--- src/rtl/boot_load_ctrl.sv ---
// boot_load_ctrl
// Power-on / reload sequencer for the CPU external load ports. A go pulse
// streams N_INSTR instruction words and then N_DATA data words out of a
// 1-cycle-latency boot ROM into the CPU write ports. It then holds the CPU in
// reset for RST_CYCLES cycles and raises start.
//
// Ports:
//   clk            clock, all logic on the rising edge
//   rst            synchronous active-high reset
//   go             start / restart a load; honoured only in IDLE and RUN
//   rom_rd         ROM read strobe
//   rom_addr       ROM word address
//   rom_rdata      ROM data, valid the cycle after rom_rd
//   ext_instr*     instruction word / byte address / write enable to the CPU
//   ext_data*      data word / byte address / write enable to the CPU
//   cpu_rst_n      CPU reset, active low
//   start          CPU run enable
//   busy           high while a load or the CPU reset hold is in progress
module boot_load_ctrl #(
  parameter int N_INSTR    = 6,
  parameter int N_DATA     = 10,
  parameter int RST_CYCLES = 2,
  parameter int ROM_AW     = 8
) (
  input  logic              clk,
  input  logic              rst,
  input  logic              go,
  output logic              rom_rd,
  output logic [ROM_AW-1:0] rom_addr,
  input  logic [31:0]       rom_rdata,
  output logic [31:0]       ext_instr,
  output logic [31:0]       ext_instr_addr,
  output logic              ext_instr_en,
  output logic [31:0]       ext_data,
  output logic [31:0]       ext_data_addr,
  output logic              ext_data_en,
  output logic              cpu_rst_n,
  output logic              start,
  output logic              busy
);

  // One counter serves every timed phase, so it must reach the longest one.
  localparam int MAXC = (N_INSTR > N_DATA)
                        ? ((N_INSTR > RST_CYCLES) ? N_INSTR : RST_CYCLES)
                        : ((N_DATA > RST_CYCLES) ? N_DATA : RST_CYCLES);
  localparam int CW = (MAXC > 1) ? $clog2(MAXC) : 1;

  localparam logic [CW-1:0] LAST_I = CW'(N_INSTR - 1);
  // Data phase is unreachable when N_DATA is 0; keep the constant legal.
  localparam logic [CW-1:0] LAST_D = CW'((N_DATA > 0) ? (N_DATA - 1) : 0);
  localparam logic [CW-1:0] LAST_R = CW'(RST_CYCLES - 1);

  typedef enum logic [2:0] {
    S_IDLE,
    S_LOAD_I,
    S_GAP_I,
    S_LOAD_D,
    S_GAP_D,
    S_HOLD_RST,
    S_RUN
  } state_t;

  state_t          r_state;
  state_t          w_state_next;
  logic [CW-1:0]   r_cnt;
  logic [CW-1:0]   w_cnt_next;
  logic [CW-1:0]   r_idx;
  logic            r_en_i;
  logic            r_en_d;
  logic            w_en_i_next;
  logic            w_en_d_next;
  logic [31:0]     w_idx_byte_addr;

  always_ff @(posedge clk) begin
    if (rst) begin
      r_state <= S_IDLE;
      r_cnt   <= '0;
      r_idx   <= '0;
      r_en_i  <= 1'b0;
      r_en_d  <= 1'b0;
    end else begin
      r_state <= w_state_next;
      r_cnt   <= w_cnt_next;
      // Index of the word read this cycle; its ROM data arrives next cycle.
      r_idx   <= r_cnt;
      r_en_i  <= w_en_i_next;
      r_en_d  <= w_en_d_next;
    end
  end

  always_comb begin
    w_state_next = r_state;
    w_cnt_next   = r_cnt;
    w_en_i_next  = 1'b0;
    w_en_d_next  = 1'b0;
    rom_rd       = 1'b0;
    rom_addr     = '0;
    cpu_rst_n    = 1'b1;
    start        = 1'b0;
    busy         = 1'b1;
    case (r_state)
      S_IDLE: begin
        busy = 1'b0;
        if (go) begin
          w_state_next = S_LOAD_I;
          w_cnt_next   = '0;
        end
      end
      S_LOAD_I: begin
        rom_rd      = 1'b1;
        rom_addr    = ROM_AW'(r_cnt);
        w_en_i_next = 1'b1;
        if (r_cnt == LAST_I) begin
          w_state_next = S_GAP_I;
          w_cnt_next   = '0;
        end else begin
          w_cnt_next = r_cnt + 1'b1;
        end
      end
      S_GAP_I: begin
        // Last instruction write lands here; no read is issued.
        w_cnt_next   = '0;
        w_state_next = (N_DATA > 0) ? S_LOAD_D : S_HOLD_RST;
      end
      S_LOAD_D: begin
        rom_rd      = 1'b1;
        rom_addr    = ROM_AW'(N_INSTR) + ROM_AW'(r_cnt);
        w_en_d_next = 1'b1;
        if (r_cnt == LAST_D) begin
          w_state_next = S_GAP_D;
          w_cnt_next   = '0;
        end else begin
          w_cnt_next = r_cnt + 1'b1;
        end
      end
      S_GAP_D: begin
        w_cnt_next   = '0;
        w_state_next = S_HOLD_RST;
      end
      S_HOLD_RST: begin
        cpu_rst_n = 1'b0;
        if (r_cnt == LAST_R) begin
          w_state_next = S_RUN;
          w_cnt_next   = '0;
        end else begin
          w_cnt_next = r_cnt + 1'b1;
        end
      end
      S_RUN: begin
        busy  = 1'b0;
        start = 1'b1;
        if (go) begin
          w_state_next = S_LOAD_I;
          w_cnt_next   = '0;
        end
      end
      default: begin
        w_state_next = S_IDLE;
        w_cnt_next   = '0;
      end
    endcase
  end

  assign w_idx_byte_addr = 32'(r_idx) << 2;

  // Write ports are forced to zero whenever their enable is low.
  assign ext_instr_en   = r_en_i;
  assign ext_instr      = r_en_i ? rom_rdata : 32'd0;
  assign ext_instr_addr = r_en_i ? w_idx_byte_addr : 32'd0;
  assign ext_data_en    = r_en_d;
  assign ext_data       = r_en_d ? rom_rdata : 32'd0;
  assign ext_data_addr  = r_en_d ? w_idx_byte_addr : 32'd0;

endmodule

--- config.mk ---
export PLATFORM = sky130hd
export DESIGN_NAME = boot_load_ctrl
export DESIGN_NICKNAME = d
export VERILOG_FILES = /design/src/rtl/boot_load_ctrl.sv
export SDC_FILE = /design/constraint.sdc
export NUM_CORES = 1
export LEC_CHECK = 0
export ABC_AREA = 1
export ABC_CLOCK_PERIOD_IN_PS = 2000
export CELL_PAD_IN_SITES_DETAIL_PLACEMENT = 1
export CELL_PAD_IN_SITES_GLOBAL_PLACEMENT = 1
export CORE_MARGIN = 5
export CORE_UTILIZATION = 17
export CTS_CLUSTER_SIZE = 20
export DETAILED_ROUTE_END_ITERATION = 8
export PLACE_DENSITY = 0.92
export SETUP_SLACK_MARGIN = 0.05
export SYNTH_ARGS = -nofsm -noshare
export SYNTH_HDL_FRONTEND = slang
export SYNTH_SLANG_ARGS = --single-unit
--- constraint.sdc ---
create_clock -name clk -period 2 [get_ports clk]
set_input_delay 0.6 -clock clk [delete_from_list [all_inputs] [get_ports clk]]
set_output_delay 0.6 -clock clk [all_outputs]
set_load 0.01 [all_outputs]
; Yosys cells after proc, flatten, opt, wreduce, memory -nomap -nowiden
; Cells that the tools add are included.
[totals]
reg_bits = 13
latch_bits = 0
mem_bits_rw = 0
rom_bits = 0
in_bits = 35
mem_count = 0
[classes]
n_addsub = 2
multipliers = 0
n_div = 0
n_lt_le_gt_ge = 0
eq_ne = 13
shifts = 0
n_mux = 21
bitwise_logic = 0
reduce_logical = 4
[ops]
columns = op, count
row1 = $mux W32, 2
row2 = $pmux W3 S6, 1
row3 = $mux W4, 4
row4 = $pmux W4 S4, 1
row5 = $mux W3, 4
row6 = $mux W6, 2
row7 = $pmux W5 S2, 1
row8 = $eq A3 B3 Y1 const B, 3
row9 = $eq A3 B2 Y1 const B, 2
row10 = $mux W1, 6
row11 = $ne A2 B2 Y1 const B, 3
row12 = $add A3 B4 Y5 const A, 1
row13 = $add A4 B1 Y4 const B, 1
row14 = $eq A4 B1 Y1 const B, 1
row15 = $eq A4 B3 Y1 const B, 1
row16 = $eq A4 B4 Y1 const B, 1
row17 = $reduce_and A4 Y1, 1
row18 = $reduce_or A2 Y1, 2
row19 = $eq A3 B1 Y1 const B, 1
row20 = $logic_not A3 Y1, 1
row21 = $ne A2 B1 Y1 const B, 1

; Depth between registers and ports, before layout
[logic_depth]
ltp_word = 4
ltp_mapped = 8
depth_no_buf = 8

; Worst setup path before layout
; OpenSTA, ideal clock, no wires.
[synth_path]
kind = register to output
start = reg r_cnt[1]
end = out rom_addr[3]
arrival_time_ps = 1137
required_time_ps = 1400
setup_slack_ps = 263
stages_incl_launch_ff = 6
n_path_buf = 0
cell_sequence = dfxtp_1 -> inv_1 -> ha_1 -> or2_2 -> nand3_1 -> o21ai_0
[synth_via]
elab_chain_len = 2
[synth_lines]
columns = element, line
row1 = start: declaration, 65  ; logic [CW-1:0] r_cnt;
row2 = start signal: assignment, 83  ; r_cnt <= w_cnt_next;
row3 = $add A3 B4 Y5, 127  ; rom_addr = ROM_AW'(N_INSTR) + ROM_AW'(r_cnt);
row4 = $pmux W5 S2, 101  ; case (r_state)
row5 = end: declaration, 29  ; output logic [ROM_AW-1:0] rom_addr,
; Every way passes these cells.

; Final worst setup path
[layout_path]
start = reg r_state[1]
end = out cpu_rst_n
[layout_via]
elab_chain_len = 2
[layout_lines]
columns = element, line
row1 = start: declaration, 63  ; state_t r_state;
row2 = start signal: assignment, 82  ; r_state <= w_state_next;
row3 = $eq A3 B3 Y1, 101
row4 = $mux W1, 101
row5 = end: declaration, 37  ; output logic cpu_rst_n,
; Every way passes these cells.

==> run_results.csv <==
group,metric,value,unit
timing,fin_setup_tns,0,ns
yosys,synth_cell_types,21,
global_route,grt-ovfl-total,0,
detailed_routing,drt.antenna.violating_nets,0,
critical_path,cp_cell_sequence,"inv_2 > nand2_1 > buf_4 > nor2_2 > inv_1 > dlygate4sd2_1",
floorplanning,core_area,0.00973,mm2
power_and_ir_drop,power_frac_comb,0.568,
critical_path,ff2ff_path_depth,14,
yosys,synth_top_area_share,0.261,
timing,fmax,501,MHz
floorplanning,fp.dieH,110,um
floorplanning,start_util,0.174,
timing,final_max_slew_viol_count,0,
clock_tree,clock_latency,0.25,ns
power_and_ir_drop,p_int,760,uW
clock_tree,cts_root_buf,"clkbuf_8",
global_route,track_usage,0.117,
clock_tree,numCtsBuffers,3,
clock_tree,clk_pin_slew_worst_paths,0.06,ns
detailed_routing,drt_iter0_drc,40,
clock_tree,clk_path_buf_depth,2,
yosys,synth_top_family_by_area,"buffers and inverters",
cells_and_area,antenna_cells,0,
detailed_routing,wl_per_cell,13.2,um
timing,period_minus_slack,1.99,ns
yosys,synth_seq_cells,13,
timing,finalHoldViolations,0,
critical_path,rr_endpoint,"r_state[1]",
power_and_ir_drop,switching_share,0.407,
place,place_area,0.00298,mm2
floorplanning,top_level_ports,177,
critical_path,path_delay_family,"buffers and inverters",
min_path,min-delay-start,"r_cnt[0]",
critical_path,worst-path-buf-inv,4,
cells_and_area,fill_cells,1282,
min_path,holdPathStages,2,
timing,min_period_over_period,0.997,
yosys,synth_fa_ha_area_frac,0.0295,
yosys,avgSynthCellArea,5.50,um2
yosys,ys_warn_count,0,
min_path,hold_class,"flip-flop to flip-flop",
place,port_buffers,117,
clock_tree,cts_hold_buf,0,
yosys,syn_area,0.00170,mm2
cells_and_area,design_area,0.00305,mm2
yosys,synth_cells,308,
yosys,yosysMostFrequentCell,"nand2_1",
power_and_ir_drop,p_leak,0.00223,uW
critical_path,max_stage_delay,0.36,ns
floorplanning,rows,36,
critical_path,r2r_slack,0.15,ns
yosys,synthTopCellsByArea,"buf_4, nand2_1, inv_1, dfxtp_1, ha_1",
global_route,antenna_found_initial,0,
cells_and_area,finalNetCount,497,
job,timing.max_cap.violations,0,
power_and_ir_drop,seqPwrFrac,0.238,
yosys,yosys-top-cells-count,"nand2_1, inv_1, buf_4",
critical_path,startpoint_type,"flip-flop",
critical_path,crit_required,1.40,ns
critical_path,cp.arrival,1.39,ns
outcome,outcome,"finished clean",
timing,whs,0.529,ns
timing,skew,0.00430,ns
critical_path,critical_path_class,"flip-flop to primary output",
detailed_routing,drtPass1Iterations,4,
yosys,synth_ff_type,"dfxtp_1",
critical_path,reg2reg_from,"r_state[0]",
yosys,ys_seq_area_frac,0.154,
timing,finalSetupViolCount,0,
detailed_routing,drcViolationCount,0,
power_and_ir_drop,p_sw,522,uW
timing,rsz0062_at_grt,"yes",
cells_and_area,utilization,0.313,
yosys,synth-compound-area-share,0.0590,
power_and_ir_drop,pwr_density_cell,421,mW/mm2
power_and_ir_drop,vdd_drop_max,0.267,mV
detailed_routing,vias,2150,
place,hpwl,6050,um
yosys,yosysTopAreaCell,"buf_4",
power_and_ir_drop,p_total,1280,uW
yosys,yosys.area_share.simple,0.282,
detailed_routing,vias_per_cell,3.64,
yosys,synth_edf_count,0,
cells_and_area,syn2layout_area_growth,79.6,%
clock_tree,h-tree-depth,1,
power_and_ir_drop,clockPowerShare,0.194,
yosys,synth-async-reset-ratio,0,
cells_and_area,layout-drive-gt1-share,0.313,
detailed_routing,wl,7810,um
floorplanning,die_w,110,um
min_path,worstHoldEndpoint,"r_idx[0]",
clock_tree,clock_sinks,13,
yosys,synthMuxAreaShare,0,
global_route,grt_pass1_vias,2206,
critical_path,end_kind,"primary output",
global_route,grt_pass1_wl,11300,um
yosys,synth_xor_area_frac,0,
clock_tree,cts_tree,"yes",
critical_path,crit_slowest_cell,"dfxtp_2",
floorplanning,die-area,0.0121,mm2
critical_path,critPathMaxFanout,5,
place,gp_congestion,0.842,
global_route,grt_max_degree,19,
power groups by stage:
stage,registers (uW),logic [uW],clock network [uW]
2_1_floorplan,308,366,0
3_3_place_gp,303,631,0
3_5_place_dp,304,655,0
4_1_cts,305,687,246
5_1_grt,309,801,255
6_report,305,729,248
cells by family (layout without fill, tap and decap cells):
| logic type | after synthesis | count (layout) |
|---|---|---|
| buffers and inverters | 155 | 246 |
| and+or+nand+nor | 117 | 117 |
| AOI/OAI and AO/OA | 18 | 18 |
| DFF | 13 | 13 |
| adders and majority gates | 4 | 4 |
| other | 1 | 59 |
metal layers:
layer,track usage,vias to the layer above,part of all wire
met5,0,-,0
met4,0.0169,0,0.0038
met3,0.0264,3,0.092
met2,0.238,81,0.55
met1,0.121,1018,0.35
li1,-,1048,-
registers in the layout, summed over array words and instances (netlist names):
register,cells
r_state,3
r_idx,4
r_cnt,4
ext_data_en,1
ext_instr_en,1
through the flow:
stage / setup WS [ns] / std cells
after floorplan: 0.263 / 366
after global placement: -0.352 / 572
after detailed placement: -0.376 / 572
after CTS: 0.0484 / 587
after global routing: -0.0344 / 590
final: 0.00501 / 590
what timing repair did:
item                       CTS  global route
setup endpoints to repair   83            31
cloned                       2             0
pin swaps                    4             4
gates resized for setup    291            40
setup buffers                9             3
worst register-to-register path, cell delays in order (launching register included):
cell and delay [ns]:
dfxtp_2 0.35, buf_4 0.13, buf_4 0.10, inv_2 0.05, nand2_1 0.09, nand2_2 0.06
buf_4 0.12, buf_4 0.12, buf_4 0.12, buf_4 0.13, nand2_4 0.08, nand2_4 0.07
nor2_4 0.13, nand2_1 0.09, a21oi_2 0.14
cells in the final DEF (no fill, tap or decap), types with 2 or more instances in the layout:
cell and instances:
dfxtp_1 6, nor2_2 2, inv_2 10, clkdlybuf4s15_1 2, buf_4 34, clkdlybuf4s15_2 8
clkbuf_2 3, inv_1 77, o21ai_1 4, nand2_4 2, dlygate4sd2_1 23, nand2_2 4
clkdlybuf4s50_1 16, dlymetal6s2s_1 11, nand3_2 2, nor2_1 11, nand3_1 8, clkbuf_8 3
a21oi_2 3, nand2_1 85, o21ai_0 4, buf_12 2, buf_2 45, dfxtp_2 6
bufbuf_16 2, conb_1 59, a21oi_1 3, buf_6 9, ha_1 3
area by class of cell:
cell class | count | area, um2 | area share
multi-input combinational | 198 | 925 | 0.304
clock buffer | 4 | 45.0 | 0.0148
timing repair buffer | 155 | 1310 | 0.431
tap | 133 | 166 | 0.0546
sequential | 13 | 272 | 0.0892
inverter | 87 | 327 | 0.107
worst max path at each step:
stage	from	endpoint	slack, ns	cells after the start
2_1_floorplan	r_cnt[1]	rom_addr[3]	0.26	5
3_3_place_gp	rom_rdata[23]	ext_instr[23]	-0.35	4
3_5_place_dp	rom_rdata[6]	ext_data[6]	-0.38	4
4_1_cts	r_state[1]	rom_addr[0]	0.05	6
5_1_grt	r_state[1]	cpu_rst_n	-0.03	6
6_report	r_state[1]	cpu_rst_n	0.005	6
Power figures use the tool's default switching activity.
